`config.mk`:
```
export PLATFORM = sky130hd
export DESIGN_NAME = regfile_wb
export DESIGN_NICKNAME = d
export VERILOG_FILES = /design/src/rtl/regfile_wb_pkg.sv /design/src/rtl/regfile_wb_array.sv /design/src/rtl/regfile_wb.sv
export SDC_FILE = /design/constraint.sdc
export NUM_CORES = 1
export LEC_CHECK = 0
export CORE_ASPECT_RATIO = 1.2
export CORE_UTILIZATION = 55
export CTS_CLUSTER_DIAMETER = 120
export CTS_CLUSTER_SIZE = 8
export DETAILED_ROUTE_END_ITERATION = 6
export PLACE_DENSITY = 0.87
export SYNTH_ARGS = -nofsm -noshare
export SYNTH_HDL_FRONTEND = slang
export SYNTH_SLANG_ARGS = --single-unit
```
`constraint.sdc`:
```
create_clock -name clk -period 3 [get_ports clk]
set_input_delay 0.45 -clock clk [delete_from_list [all_inputs] [get_ports clk]]
set_output_delay 0.45 -clock clk [all_outputs]
set_load 0.05 [all_outputs]
```
`src/rtl/regfile_wb_pkg.sv`:
```
// ============================================================================
// regfile_wb_pkg : shared defaults and constants for the writeback register file
// Revision 1.0
// ============================================================================
`default_nettype none

package regfile_wb_pkg;

  localparam int DATA_W_DEF = 8;
  localparam int ADDR_W_DEF = 3;
  localparam int NREGS_DEF  = 8;

  localparam logic [2:0] ZERO_REG = 3'd0;
  localparam logic [7:0] CNT_MAX  = 8'd255;

endpackage

`default_nettype wire

```
`src/rtl/regfile_wb_array.sv`:
```
// ============================================================================
// regfile_array : NREGS x DATA_W storage, async reset, one write, two async reads
// Revision 1.0
// ============================================================================
`default_nettype none

module regfile_array
  import regfile_wb_pkg::*;
#(
  parameter int DATA_W = DATA_W_DEF,
  parameter int ADDR_W = ADDR_W_DEF,
  parameter int NREGS  = NREGS_DEF
) (
  input  logic              clk,
  input  logic              rst,
  input  logic              we,
  input  logic [ADDR_W-1:0] waddr,
  input  logic [DATA_W-1:0] wdata,
  input  logic [ADDR_W-1:0] raddr_a,
  input  logic [ADDR_W-1:0] raddr_b,
  output logic [DATA_W-1:0] rdata_a,
  output logic [DATA_W-1:0] rdata_b
);

  logic [DATA_W-1:0] mem [NREGS];

  always_ff @(posedge clk or posedge rst) begin
    if (rst) begin
      for (int i = 0; i < NREGS; i++) begin
        mem[i] <= '0;
      end
    end else if (we) begin
      mem[waddr] <= wdata;
    end
  end

  assign rdata_a = mem[raddr_a];
  assign rdata_b = mem[raddr_b];

endmodule

`default_nettype wire

```
`src/rtl/regfile_wb.sv`:
```
// ============================================================================
// regfile_wb : writeback stage register, commit logic, read bypass, commit counter
// Optional: REGFILE_BYPASS_EN forwards the pending stage data to the read ports.
// Revision 1.0
// ============================================================================
`default_nettype none

module regfile_wb
  import regfile_wb_pkg::*;
#(
  parameter int DATA_W = DATA_W_DEF,
  parameter int ADDR_W = ADDR_W_DEF,
  parameter int NREGS  = NREGS_DEF
) (
  input  logic              clk,
  input  logic              rst,
  input  logic              wb_valid_in,
  input  logic [ADDR_W-1:0] wb_addr_in,
  input  logic [DATA_W-1:0] wb_data_in,
  input  logic              stall,
  input  logic              flush,
  input  logic [ADDR_W-1:0] raddrA,
  input  logic [ADDR_W-1:0] raddrB,
  output logic [DATA_W-1:0] rdA_out,
  output logic [DATA_W-1:0] rdB_out,
  output logic              wb_pending,
  output logic [7:0]        commit_cnt
);

  logic              wb_v;
  logic [ADDR_W-1:0] wb_addr;
  logic [DATA_W-1:0] wb_data;
  logic              commit;
  logic [DATA_W-1:0] arr_a;
  logic [DATA_W-1:0] arr_b;

  // Writes to register 0 are dropped here so the array entry stays 0 forever.
  assign commit = wb_v && !stall && !flush && (wb_addr != ADDR_W'(ZERO_REG));

  always_ff @(posedge clk or posedge rst) begin
    if (rst) begin
      wb_v       <= 1'b0;
      wb_addr    <= '0;
      wb_data    <= '0;
      commit_cnt <= '0;
    end else begin
      if (flush) begin
        wb_v <= 1'b0;
      end else if (!stall) begin
        wb_v    <= wb_valid_in;
        wb_addr <= wb_addr_in;
        wb_data <= wb_data_in;
      end
      if (commit && (commit_cnt != CNT_MAX)) begin
        commit_cnt <= commit_cnt + 8'd1;
      end
    end
  end

  regfile_array #(
    .DATA_W (DATA_W),
    .ADDR_W (ADDR_W),
    .NREGS  (NREGS)
  ) u_array (
    .clk     (clk),
    .rst     (rst),
    .we      (commit),
    .waddr   (wb_addr),
    .wdata   (wb_data),
    .raddr_a (raddrA),
    .raddr_b (raddrB),
    .rdata_a (arr_a),
    .rdata_b (arr_b)
  );

  always_comb begin
    rdA_out = arr_a;
    rdB_out = arr_b;
`ifdef REGFILE_BYPASS_EN
    // The stage register always holds the youngest value for its address.
    if (wb_v && (wb_addr == raddrA)) rdA_out = wb_data;
    if (wb_v && (wb_addr == raddrB)) rdB_out = wb_data;
`endif
    if (raddrA == ADDR_W'(ZERO_REG)) rdA_out = '0;
    if (raddrB == ADDR_W'(ZERO_REG)) rdB_out = '0;
  end

  assign wb_pending = wb_v;

endmodule

`default_nettype wire

```
==> results of run 1 <==
## power breakdown
| group | total [mW] | internal (mW) | switching, mW |
|---|---|---|---|
| Clock | 0.801 | 0.427 | 0.374 |
| Combinational | 0.839 | 0.439 | 0.400 |
| Sequential | 1.38 | 1.20 | 0.184 |
| Total | 3.02 | 2.06 | 0.958 |
## through the flow
step	instances	util (%)	hold slack (ps)	setup slack (ps)	power, mW
finish	427	70.9	493	356	3.02
global route	427	70.9	522	239	3.15
CTS	427	70.9	495	354	3.04
detailed placement	411	68.0	480	378	2.23
global placement	411	68.0	479	432	2.19
floorplan	284	-	469	574	1.88
## state kept, by name, indices dropped and copies added (netlist names)
signal,count
wb_pending,1
wb_addr,3
commit_cnt,8
u_array.mem,56
wb_data,8
## final timing paths
check	start	slack, ps	to	cells past startpoint
setup / recovery	raddrB[1]	360	rdB_out[5]	7
hold / removal	commit_cnt[6]	490	commit_cnt[6]	1
setup reg to reg	wb_addr[2]	1070	u_array.mem[38]	3
hold reg to reg	commit_cnt[6]	490	commit_cnt[6]	1
max in group asynchronous	rst	2190	u_array.mem[54]	3
min in group asynchronous	rst	510	wb_data[7]	3
## final cells by class
| class | count | area share (%) |
|---|---|---|
| clock buffer | 12 | 3.21 |
| clock inverter | 4 | 0.984 |
| inverter | 15 | 1.16 |
| multi-input combinational | 177 | 38.1 |
| sequential | 76 | 39.3 |
| tap | 87 | 2.25 |
| timing repair buffer | 56 | 14.9 |
## logic make-up (layout without fill, tap and decap cells)
family | after synthesis | after routing
compound gates | 35 | 35
flops | 76 | 76
fa+ha+maj | 1 | 1
mux | 102 | 102
buf+inv | 31 | 87
simple gates | 34 | 34
xor+xnor | 5 | 5
## cells in the mapped netlist (5+ instances only)
cell type / number
a21oi_1: 15
xor2_1: 5
clkbuf_1: 7
mux4_2: 16
mux2_4: 8
a221oi_1: 14
mux2_2: 46
buf_2: 7
dfrtp_1: 76
nand2_1: 9
mux2_1: 31
inv_1: 15
## cell usage in the layout, fill, tap and decap left out, types with 3 or more instances in the layout
cell / instances
clkbuf_8: 11
nor2_1: 4
and3_1: 3
nor3_1: 4
mux4_2: 16
mux2_4: 8
buf_4: 8
a221oi_1: 14
nand3_1: 4
inv_1: 14
buf_12: 18
a21oi_1: 15
xor2_1: 5
nor2b_1: 4
dfrtp_1: 76
mux2_2: 46
clkdlybuf4s50_1: 30
nand2_1: 9
mux2_1: 31
## routing by layer
layer,vias up,global-route usage [%],share of wire (%)
met4,0,14.8,2.9
met3,27,4.37,5.9
met2,117,43.0,51
met1,1364,33.7,41
li1,1163,-,-
met5,-,0,0
## critical path, delay by kind of cell
family	cells	cell delay (ps)
buffers and inverters	4	1080
AOI/OAI and AO/OA	2	410
and+or+nand+nor	1	240
==> results_dict.tcl, run 1 <==
set metrics [dict create \
    fin_area_mm2 0.00483 \
    dieArea_mm2 0.00738 \
    crit_arrival_ps 2190 \
    cp_common_cell "buf_4" \
    area_growth_pct 24.8 \
    worstPathMaxFanout 17 \
    fmax_mhz 378 \
    cp-end-kind "output port" \
    pin_count 47 \
    synth_xor_area_share_pct 1.13 \
    antenna_cells 0 \
    hp-class "flop to flop" \
    grt_max_degree 77 \
    cpPeakStageDelay_ps 460 \
    rsz0062_at_grt "false" \
    ys_seq_elements 76 \
    worstMarginPinSlew_ps 630 \
    cts_buffers 9 \
    fillers 437 \
    crit_chain "clkdlybuf4s50_1, buf_4, nor2b_1, buf_4, a221oi_1, a21oi_1, buf_12" \
    core_area_mm2 0.00681 \
    seq_area_frac_synth_pct 49.1 \
    place_hpwl_um 5690 \
    ctsResizeCount 0 \
    multi_input_area_mm2 0.00184 \
    required_ps 2550 \
    clk_pin_slew_ps 80 \
    status "finished, final reports clean" \
    crit_slowest_cell "clkdlybuf4s50_1" \
    antenna_found_initial 0 \
    critPathKind "input port to output port" \
    post_cts_buffers 0 \
    muxShareOfSynthArea_pct 35.0 \
    tritoncts "built" \
    grt_pass1_wl_um 14500 \
    grt.total_usage_pct 26.4 \
    yosys.area_share.simple_pct 4.65 \
    regArea_mm2 0.00190 \
    yosysWarnings 0 \
    vias 2671 \
    grt_pass1_vias 2826 \
    die_width_um 78.6 \
    post_dp_cell_area_mm2 0.00463 \
    drtAntennaViolNets 0 \
    post-route-period-util_pct 88.1 \
    synth_edf_count 0 \
    maxCapViolations 0 \
    cellLeakagePower_nw 2.19 \
    routabilityCongestion 0.817 \
    syn_inst 284 \
    async_flop_share_pct 100 \
    fin_nets 358 \
    slew_viol_final 0 \
    final_layout_size_suffix_gt1_share_pct 34.1 \
    postSynthAreaPerCell_um2 13.6 \
    final.setup.tns_ps 0 \
    cts_sinks 76 \
    synth_compound_area_share_pct 6.43 \
    die_h_um 93.9 \
    first_pass_iters 5 \
    wl_um 8600 \
    holdBufCountCts 0 \
    num_rows 33 \
    fin_skew_ps 9.88 \
    synth_area_mm2 0.00387 \
    grt-ovfl-total 0 \
    insertion_delay_ps 350 \
    setup_violations 0 \
    drt_iter0_drc 187 \
    synth_top_area_share_pct 49.1 \
    synth_cell_types 31 \
    synthTopCellsByArea "dfrtp_1 (49%), mux2_2 (13%), mux4_2 (9.3%)" \
    finalHoldViolCount 0 \
    via_per_inst 6.26 \
    root_buffer "clkbuf_8" \
    syn_nets 307 \
    worstSetupStartpointType "input port" \
    ys.flop_type "dfrtp_1" \
    start_util_pct 56.9 \
    power.density_mw_per_mm2 625 \
    cts.path.max_buffers 2 \
    fin_crit_ps 2640 \
    synth_fa_ha_area_share_pct 0.323 \
    synth_top_family_by_area "multiplexers" \
    yosysTopAreaCell "dfrtp_1" \
    slew_headroom_pct 57.9 \
    wl_per_cell_um 20.1 \
    htreeDepth 3 \
    irDropWorstVdd_v 0.000436 \
    drc 0 \
    io_buffers 46 \
]
No activity file was read; power rests on OpenSTA's default activity.
==> run 2, diff against run 1 <==
--- a/config.mk
+++ b/config.mk
@@ -11,6 +11,7 @@
 export CTS_CLUSTER_SIZE = 8
 export DETAILED_ROUTE_END_ITERATION = 6
 export PLACE_DENSITY = 0.87
+export SETUP_SLACK_MARGIN = 0.4
 export SYNTH_ARGS = -nofsm -noshare
 export SYNTH_HDL_FRONTEND = slang
 export SYNTH_SLANG_ARGS = --single-unit
==> run 2 against run 1 <==
  * Global-route usage stayed put
  * Clock-buffer cell count stayed put
  * Critical path depth is 1 lower
  * Sequential cell count stayed put
  * Design area is 0.91% higher
  * Highest routed layer unchanged
==> results_dict.tcl, run 2 (synthesized netlist as in run 1, its figures left out) <==
set metrics [dict create \
    status "finished, final reports clean" \
    irDropWorstVdd_v 0.000436 \
    fmax_mhz 389 \
    fin_nets 358 \
    grt.total_usage_pct 26.4 \
    htreeDepth 3 \
    worstMarginPinSlew_ps 694 \
    final.setup.tns_ps 0 \
    hp-class "flop to flop" \
    grt_pass1_vias 2826 \
    area_growth_pct 25.9 \
    place_inst 411 \
    cp-end-kind "output port" \
    die_h_um 93.9 \
    post-route-period-util_pct 85.6 \
    num_rows 33 \
    cts.path.max_buffers 2 \
    slew_viol_final 0 \
    required_ps 2550 \
    critPathKind "input port to output port" \
    fin_crit_ps 2570 \
    reg2reg_depth 3 \
    slew_headroom_pct 53.6 \
    maxCapViolations 0 \
    largest_register_ffs 56 \
    pin_count 47 \
    via_per_inst 6.21 \
    regMostFlops "u_array.mem" \
    layout_commonest_cell "dfrtp_1" \
    drtAntennaViolNets 0 \
    crit_arrival_ps 2120 \
    core_area_mm2 0.00681 \
    routabilityCongestion 0.817 \
    first_pass_iters 4 \
    holdPathStages 1 \
    final_layout_size_suffix_gt1_share_pct 35.3 \
    antenna_cells 0 \
    drt_iter0_drc 161 \
    rsz0062_at_grt "true" \
    r2r_slack_ps 1070 \
    fin_skew_ps 10.9 \
    cts_buffers 9 \
    rr_startpoint "wb_addr[2]" \
    worstPathMaxFanout 17 \
    die_width_um 78.6 \
    top_regs "u_array.mem (56), commit_cnt (8), wb_data (8)" \
    grt-ovfl-total 0 \
    cellLeakagePower_nw 2.20 \
    place_hpwl_um 5690 \
    gr-usage-met1_pct 33.7 \
    post_dp_cell_area_mm2 0.00463 \
    tritoncts "built" \
    fin_area_mm2 0.00488 \
    busiest_layer "met2" \
    hold-worst-slack_ps 493 \
    final_cell_mix "dfrtp_1 (76), mux2_2 (46), mux2_1 (31)" \
    cts_sinks 76 \
    whs_endpoint "commit_cnt[6]" \
    io_buffers 46 \
    final_cells 427 \
    wl_um 8700 \
    grt_pass1_wl_um 14500 \
    rr_endpoint "u_array.mem[38]" \
    grt_use_met2_pct 43.0 \
    finalHoldViolCount 0 \
    setup_violations 0 \
    antenna_found_initial 0 \
    worstSetupStartpointType "input port" \
    root_buffer "clkbuf_8" \
    use_met3_pct 4.37 \
    power.density_mw_per_mm2 623 \
    wl_per_cell_um 20.4 \
    start_util_pct 56.9 \
    grt_max_degree 77 \
    hold_path.startpoint "commit_cnt[6]" \
    drc 0 \
    clk_pin_slew_ps 80 \
    dieArea_mm2 0.00738 \
    vias 2652 \
    insertion_delay_ps 360 \
]
[run 2: worst max-delay path, stage by stage]
cell	delay, ps
clkdlybuf4s50_1	510
buf_12	170
mux2_2	350
a221oi_1	330
a21oi_2	100
buf_12	190
[run 2: cell type report]
cell class | instances | area, um2
Inverter | 15 | 56.3
Sequential cell | 76 | 1900
Clock buffer | 12 | 155
Multi-Input combinational cell | 177 | 1860
Fill cell | 429 | 1940
Timing Repair Buffer | 56 | 744
Clock inverter | 4 | 47.5
Tap cell | 87 | 109
[run 2: through the flow]
stage	worst slack (ps)	util [%]	power, mW
2_1_floorplan	574	-	1.88
3_3_place_gp	432	68.0	2.19
3_5_place_dp	378	68.0	2.23
4_1_cts	377	71.1	3.04
5_1_grt	350	71.6	3.16
6_report	432	71.6	3.04
[run 2: report_power, final]
| group | switching [mW] | total [mW] | internal [mW] |
|---|---|---|---|
| Clock | 0.378 | 0.805 | 0.427 |
| Sequential | 0.185 | 1.38 | 1.20 |
| Combinational | 0.405 | 0.850 | 0.445 |
| Total | 0.968 | 3.04 | 2.07 |
[run 2: worst max path at each step]
stage / start / end / slack [ps]
6_report: raddrB[1] / rdB_out[1] / 430
2_1_floorplan: raddrA[1] / rdA_out[6] / 570
4_1_cts: raddrB[0] / rdB_out[5] / 380
3_5_place_dp: raddrA[1] / rdA_out[5] / 380
5_1_grt: raddrB[1] / rdB_out[4] / 350
3_3_place_gp: raddrB[1] / rdB_out[3] / 430
[run 2: layer usage]
metal / share of wire, % / wire length [um]
met3: 4.7 / 405
met5: 0 / 0
met2: 50 / 4310
met4: 3.5 / 302
met1: 42 / 3670
[run 2: timing repair]
item	4_1_cts	5_1_grt
hold buffers	0	0
pin swaps	0	0
resized for setup	2	8
endpoints found under the hold margin	0	0
setup endpoints to repair	4	10
setup buffers	0	0
